`config.mk`:
```
export PLATFORM = sky130hd
export DESIGN_NAME = ram_dma
export DESIGN_NICKNAME = d
export VERILOG_FILES = /design/src/rtl/ram_dma.sv
export SDC_FILE = /design/constraint.sdc
export NUM_CORES = 1
export LEC_CHECK = 0
export ABC_AREA = 1
export CAP_MARGIN = 5
export CELL_PAD_IN_SITES_DETAIL_PLACEMENT = 1
export CELL_PAD_IN_SITES_GLOBAL_PLACEMENT = 1
export CORE_MARGIN = 4
export CORE_UTILIZATION = 23
export CTS_BUF_LIST = sky130_fd_sc_hd__clkbuf_2 sky130_fd_sc_hd__clkbuf_4 sky130_fd_sc_hd__clkbuf_8
export DETAILED_ROUTE_END_ITERATION = 10
export PLACE_DENSITY = 0.59
export SLEW_MARGIN = 20
export SYNTH_ARGS = -nofsm -noshare
export SYNTH_HDL_FRONTEND = slang
export SYNTH_SLANG_ARGS = --single-unit
```
`constraint.sdc`:
```
create_clock -name clk -period 3.75 [get_ports clk]
set_input_delay 0.5625 -clock clk [delete_from_list [all_inputs] [get_ports clk]]
set_output_delay 0.5625 -clock clk [all_outputs]
set_load 0.01 [all_outputs]
```
`src/rtl/ram_dma.sv`:
```
// ram_dma: single-channel DMA engine for a Ram16K-style RAM with a
// combinational read port. Copies a block word by word (read then write)
// or fills a block with a constant pattern, then pulses done.
//
// Command handshake: a command is taken on any rising clk edge where
// cmd_valid && cmd_ready; cmd_ready is high only in IDLE, so cmd_valid is
// simply ignored while a command is in flight. All command fields are
// captured on that edge and later input changes have no effect.
`timescale 1ns/1ps
module ram_dma #(
  parameter int AW = 14,
  parameter int DW = 16
) (
  input  logic          clk,
  input  logic          rst,
  input  logic          cmd_valid,
  output logic          cmd_ready,
  input  logic          cmd_mode,
  input  logic [AW-1:0] cmd_src,
  input  logic [AW-1:0] cmd_dst,
  input  logic [AW-1:0] cmd_len,
  input  logic [DW-1:0] cmd_fill,
  output logic [AW-1:0] mem_addr,
  output logic [DW-1:0] mem_wdata,
  output logic          mem_ld,
  input  logic [DW-1:0] mem_rdata,
  output logic          busy,
  output logic          done,
  output logic [AW-1:0] count,
  output logic [2:0]    state
);

  localparam logic [2:0] IDLE = 3'd0;
  localparam logic [2:0] RD   = 3'd1;
  localparam logic [2:0] WR   = 3'd2;
  localparam logic [2:0] FILL = 3'd3;
  localparam logic [2:0] DONE = 3'd4;

  localparam logic [AW-1:0] ONE = {{(AW-1){1'b0}}, 1'b1};

  logic [2:0]    state_q, state_d;
  logic [AW-1:0] src_q,   src_d;
  logic [AW-1:0] dst_q,   dst_d;
  logic [AW-1:0] rem_q,   rem_d;
  logic [AW-1:0] count_q, count_d;
  logic [DW-1:0] fill_q,  fill_d;
  logic [DW-1:0] data_q,  data_d;

  // Next-state logic. The copy/fill mode is not kept as a separate flag:
  // it is fully encoded by which state the FSM enters on acceptance.
  // Pointers wrap naturally through AW-bit arithmetic.
  always_comb begin
    state_d = state_q;
    src_d   = src_q;
    dst_d   = dst_q;
    rem_d   = rem_q;
    count_d = count_q;
    fill_d  = fill_q;
    data_d  = data_q;
    case (state_q)
      IDLE: begin
        if (cmd_valid) begin
          src_d   = cmd_src;
          dst_d   = cmd_dst;
          rem_d   = cmd_len;
          fill_d  = cmd_fill;
          count_d = '0;
          if (cmd_len == '0)   state_d = DONE;
          else if (cmd_mode)   state_d = FILL;
          else                 state_d = RD;
        end
      end
      RD: begin
        data_d  = mem_rdata;
        src_d   = src_q + ONE;
        state_d = WR;
      end
      WR: begin
        dst_d   = dst_q + ONE;
        count_d = count_q + ONE;
        rem_d   = rem_q - ONE;
        state_d = (rem_q == ONE) ? DONE : RD;
      end
      FILL: begin
        dst_d   = dst_q + ONE;
        count_d = count_q + ONE;
        rem_d   = rem_q - ONE;
        state_d = (rem_q == ONE) ? DONE : FILL;
      end
      DONE: begin
        state_d = IDLE;
      end
      default: begin
        state_d = IDLE;
      end
    endcase
  end

  // State and datapath registers; reset clears everything immediately.
  always_ff @(posedge clk or posedge rst) begin
    if (rst) begin
      state_q <= IDLE;
      src_q   <= '0;
      dst_q   <= '0;
      rem_q   <= '0;
      count_q <= '0;
      fill_q  <= '0;
      data_q  <= '0;
    end else begin
      state_q <= state_d;
      src_q   <= src_d;
      dst_q   <= dst_d;
      rem_q   <= rem_d;
      count_q <= count_d;
      fill_q  <= fill_d;
      data_q  <= data_d;
    end
  end

  // Outputs decode the current state only, so an asynchronous reset
  // drops mem_ld in the same cycle it is asserted.
  always_comb begin
    mem_addr  = '0;
    mem_wdata = '0;
    mem_ld    = 1'b0;
    case (state_q)
      RD: begin
        mem_addr = src_q;
      end
      WR: begin
        mem_addr  = dst_q;
        mem_wdata = data_q;
        mem_ld    = 1'b1;
      end
      FILL: begin
        mem_addr  = dst_q;
        mem_wdata = fill_q;
        mem_ld    = 1'b1;
      end
      default: begin
        mem_addr  = '0;
        mem_wdata = '0;
        mem_ld    = 1'b0;
      end
    endcase
  end

  assign cmd_ready = (state_q == IDLE);
  assign busy      = (state_q != IDLE);
  assign done      = (state_q == DONE);
  assign count     = count_q;
  assign state     = state_q;

endmodule

```
# Word level (Yosys, flattened, before mapping)
# Index checks and enable logic that the tools add are counted.
# classes
n_mux,17
add_sub_neg,4
n_eq_ne,6
reduce_logical,9
# op_table
cell,count
one-hot mux 14 bit (2 select lines),5
two-way mux 14 bit,4
"adder 14 x 1 -> 14 bit, second input constant",3
one-hot mux 16 bit (2 select lines),1
"equality test 14 x 1 -> 1 bit, second input constant",1
logical NOT 14 bit,1
"subtractor 14 x 1 -> 14 bit, second input constant",1
two-way mux 3 bit,4
one-hot mux 3 bit (4 select lines),1
"equality test 3 x 2 -> 1 bit, second input constant",2
AND reduction 2 bit,3
nonzero test 2 bit,2
"equality test 3 x 1 -> 1 bit, second input constant",1
"equality test 3 bit, second input constant",1
logical NOT 3 bit,1
nonzero test 3 bit,1
two-way mux 2 bit,1
"!= test 2 bit, second input constant",1
OR reduction 2 bit,1
two-way mux 1 bit,1
# totals
in_bits,78
wordCells,43
reg_bits,91
output_inout_bits,51

# Longest topological paths before layout
# Gate-level depths: netlist (run 1).
# depth
ltp_word,4
mapped_depth,9
ltp_nobuf,9

# Least setup slack after synthesis (run 1)
# No wires, ideal clock.
# synth_timing
kind,register to output
from,"reg state_q[2], in the netlist state[2]"
to,out mem_wdata[11]
arrival_ns,1.401
required_time_ns,3.188
slack_ns,1.786
stages_incl_launch_ff,8
path_buffers,2
cell_sequence,dfrtp_1 -> inv_1 -> nand2_2 -> inv_2 -> buf_2 -> nand2_1 -> buf_2 -> o21ai_0
# synth_between
elab_chain_len,2
elab_cells_between_ends,3
classes_between,eq/ne: 2; mux: 1
# synth_lines
item,line_no,text
start: declaration,41,"logic [2:0] state_q, state_d;"
start signal: assignment,110,state_q <= state_d;
equality test 3 x 2 -> 1 bit,126,case (state_q)
one-hot mux 16 bit (2 select lines) (*),126,
end: declaration,24,"output logic [DW-1:0] mem_wdata,"
# Every way passes the cells marked *; elsewhere a longest branch is shown, timed or not.

# Final worst setup path (run 1)
# layout_timing
from,"reg state_q[1], in the netlist state[1]"
to,out mem_addr[0]
# layout_between
elab_chain_len,3
elab_cells_between_ends,5
classes_between,eq/ne: 3; mux: 1; reduce/logical: 1
# layout_lines
item,line_no,text
equality test 3 x 2 -> 1 bit,126,
OR reduction 2 bit (no source line),--,
one-hot mux 14 bit (2 select lines) (*),126,
end: declaration,23,"output logic [AW-1:0] mem_addr,"
# Marks and branches as above.

==> results.py, run 1 <==
metrics = {
    "run_status": {
        "status": "finished clean",
    },
    "setup_path": {
        "crit_path_start_kind": "flip-flop",
        "crit_arrival_ps": 2700,
        "setup.worst_path.class": "reg2out",
        "cp_max_fo": 31,
        "critPathCaptureType": "output port",
        "crit_required_ps": 3190,
    },
    "global_route": {
        "track_usage": 0.145,
        "antenna_found_initial": 0,
        "grt_pass1_vias": 5671,
        "gr-total-overflow": 0,
        "grt_pass1_wl_um": 30200,
        "grt_max_degree": 50,
    },
    "clock_network": {
        "post_cts_buffers": 0,
        "clock_latency_ps": 390,
        "postCtsHoldBufs": 0,
        "post_cts_resized": 0,
        "root_buffer": "clkbuf_8",
        "clk_pin_slew_worst_paths_ps": 100,
        "htreeDepth": 3,
        "cts-buffers-inserted": 9,
        "cts_sinks": 91,
        "cts_tree": "done",
        "clockBufferDepth": 2,
    },
    "floorplan": {
        "start_util": 0.235,
        "die_h_um": 160,
        "fp-row-count": 55,
        "die_w_um": 160,
        "core_area_sq_mm": 0.0227,
        "dieArea_sq_mm": 0.0257,
        "io_pins": 129,
    },
    "sta": {
        "slew_violations": 0,
        "period_share": 0.870,
        "grt_setup_unrepaired": "false",
        "max_freq_mhz": 306,
        "slew_headroom": 0.569,
        "min_period_ps": 3260,
        "finalHoldViolations": 0,
        "setup_viol": 0,
        "worst_slew_pin_slew_ps": 645,
        "fin_skew_ps": 13.0,
        "setup_tns_ps": 0,
    },
    "placed_design": {
        "dpl.hpwl_um": 13900,
        "place_congestion": 0.772,
        "place_area_sq_mm": 0.00690,
        "port_buffers": 128,
    },
    "route": {
        "drc": 0,
        "vias": 5333,
        "wl_per_cell_um": 15.6,
        "initialDrtViolationCount": 190,
        "dr.pass1.iters": 4,
        "totalWireLength_um": 18500,
        "ant_nets": 0,
        "via_per_inst": 4.49,
    },
    "logic_synthesis": {
        "synth_seq_cells": 91,
        "synthArstFlopShare": 1.00,
        "seq_area_frac_synth": 0.427,
        "ys_types": 30,
        "synth.top_cell.area_share": 0.427,
        "synthTopCellsByArea": "dfrtp_1 43%, nand2_1 16%, inv_1 7.5%",
        "syn_area_sq_mm": 0.00533,
        "syn_inst": 779,
        "ys_warn_count": 0,
        "synth_top_area_cell": "dfrtp_1",
        "synthFlopType": "dfrtp_1",
        "syn-num-nets": 862,
        "avgSynthCellArea_sq_um": 6.84,
        "synth_edf_count": 0,
    },
    "pwr": {
        "power_density_mw_per_mm2": 799,
        "worst_ir_drop_vdd_mv": 0.277,
        "leakage_nw": 3.25,
    },
    "finish": {
        "nFillCells": 2839,
        "syn_to_final_growth_pct": 33.1,
        "nets": 980,
        "fin_area_sq_mm": 0.00709,
        "diodes": 0,
        "drive_gt1_frac": 0.0377,
    },
    "min_path": {
        "hp-class": "reg2reg",
    },
    "job": {
        "drv_cap": 0,
    },
}
==> cell usage in the layout (no fill, tap or decap), types with 2 or more instances in the layout <==
| cell | Yosys | layout |
|---|---|---|
| o311ai_0 | 2 | 2 |
| inv_2 | 5 | 5 |
| nand2_1 | 225 | 225 |
| dfrtp_1 | 91 | 91 |
| o221ai_1 | 2 | 2 |
| o22ai_1 | 23 | 23 |
| o21ai_0 | 68 | 68 |
| clkinv_4 | 0 | 3 |
| nand4_1 | 11 | 11 |
| inv_1 | 107 | 106 |
| nand3_1 | 62 | 62 |
| o21a_1 | 2 | 2 |
| clkdlybuf4s50_1 | 0 | 128 |
| xor2_1 | 3 | 3 |
| nand2_2 | 2 | 2 |
| o211ai_1 | 6 | 6 |
| o21ai_1 | 5 | 5 |
| clkbuf_8 | 0 | 10 |
| nor3_1 | 7 | 7 |
| nor2_1 | 95 | 95 |
| a21oi_1 | 18 | 18 |
| ha_1 | 5 | 5 |
| buf_4 | 1 | 7 |
| a31oi_1 | 4 | 4 |
==> worst max-delay path, stage by stage, from the launching register on <==
cell and delay, ps:
dfrtp_1 440, nor2_2 210, nand2_2 330, inv_2 510
nand2_1 120, o21ai_0 130, clkdlybuf4s50_1 590
==> power by group <==
part | total [mW] | leakage, nW | internal, mW | switching [mW]
combinational | 3.15 | 2.03 | 1.25 | 1.90
sequential | 1.82 | 1.12 | 1.44 | 0.374
clock | 0.697 | 0.0994 | 0.278 | 0.419
==> final timing paths <==
path                            cells after the start                   from  slack [ps]               endpoint
worst max-delay path                                6   state[1]$_DFFE_PP0P_         490            mem_addr[0]
worst min-delay path                                2  fill_q[8]$_DFFE_PP0P_         490  fill_q[8]$_DFFE_PP0P_
worst max register to register                      6   state[1]$_DFFE_PP0P_        1630   src_q[0]$_DFFE_PP0P_
worst min register to register                      2  fill_q[8]$_DFFE_PP0P_         490  fill_q[8]$_DFFE_PP0P_
max in group asynchronous                           3                    rst        2460   count[4]$_DFFE_PP0P_
min in group asynchronous                           2                    rst         580  fill_q[4]$_DFFE_PP0P_
==> layout make-up <==
cell class              instances  area (sq um)  share of cell area
clock buffers                  11           145              0.0205
clock inverters                 5          46.3             0.00653
inverters                     112           423              0.0596
multi-input cells             547          2490               0.351
flip-flops and latches         91          2280               0.321
well taps                     285           357              0.0503
repair buffers                136          1350               0.191
==> cells in the mapped netlist, types with 2 or more instances <==
cell type	instances
nand2_1	225
inv_1	107
nor2_1	95
dfrtp_1	91
o21ai_0	68
nand3_1	62
buf_2	23
o22ai_1	23
a21oi_1	18
nand4_1	11
nor3_1	7
o211ai_1	6
clkbuf_1	5
ha_1	5
inv_2	5
o21ai_1	5
a31oi_1	4
xor2_1	3
nand2_2	2
o21a_1	2
o221ai_1	2
o311ai_0	2
==> cell families (layout without fill, tap and decap cells) <==
| group | count (synthesis) | count (layout) | synth area share |
|---|---|---|---|
| adders and majority gates | 5 | 5 | 0.0117 |
| DFF | 91 | 91 | 0.427 |
| AOI/OAI and AO/OA | 134 | 134 | 0.141 |
| and+or+nand+nor | 405 | 405 | 0.310 |
| xor gates and xnor gates | 3 | 3 | 0.00493 |
| buffers and inverters | 141 | 264 | 0.105 |
==> state kept, by name, summed over array words and instances (netlist names) <==
signal,flops
fill_q,16
data_q,16
dst_q,14
rem_q,14
count,14
state,3
src_q,14
==> routing by layer <==
metal	share of wire	global-route usage	vias to the layer above
met3	0.056	0.0423	11
li1	-	-	2731
met1	0.49	0.194	2497
met2	0.45	0.232	94
met4	0.012	0.0356	0
met5	0	0	-
==> per-stage QoR <==
stage                util  cells  hold slack (ps)  worst slack [ps]  power (mW)
finish              0.312   1187              490               486        5.67
global route        0.312   1187              540               205        6.25
CTS                 0.312   1187              498               433        5.77
global placement    0.304   1171              470               893        5.00
detailed placement  0.304   1171              470               878        5.04
floorplan               -    779              449               824        3.71
Power figures use the tool's default switching activity.
==> run 2, diff against run 1 <==
--- a/config.mk
+++ b/config.mk
@@ -6,6 +6,7 @@
 export NUM_CORES = 1
 export LEC_CHECK = 0
 export ABC_AREA = 1
+export ABC_CLOCK_PERIOD_IN_PS = 3750
 export CAP_MARGIN = 5
 export CELL_PAD_IN_SITES_DETAIL_PLACEMENT = 1
 export CELL_PAD_IN_SITES_GLOBAL_PLACEMENT = 1
==> results of run 2 <==
The final DEF is identical to that of run 1; final timing and power are the same.
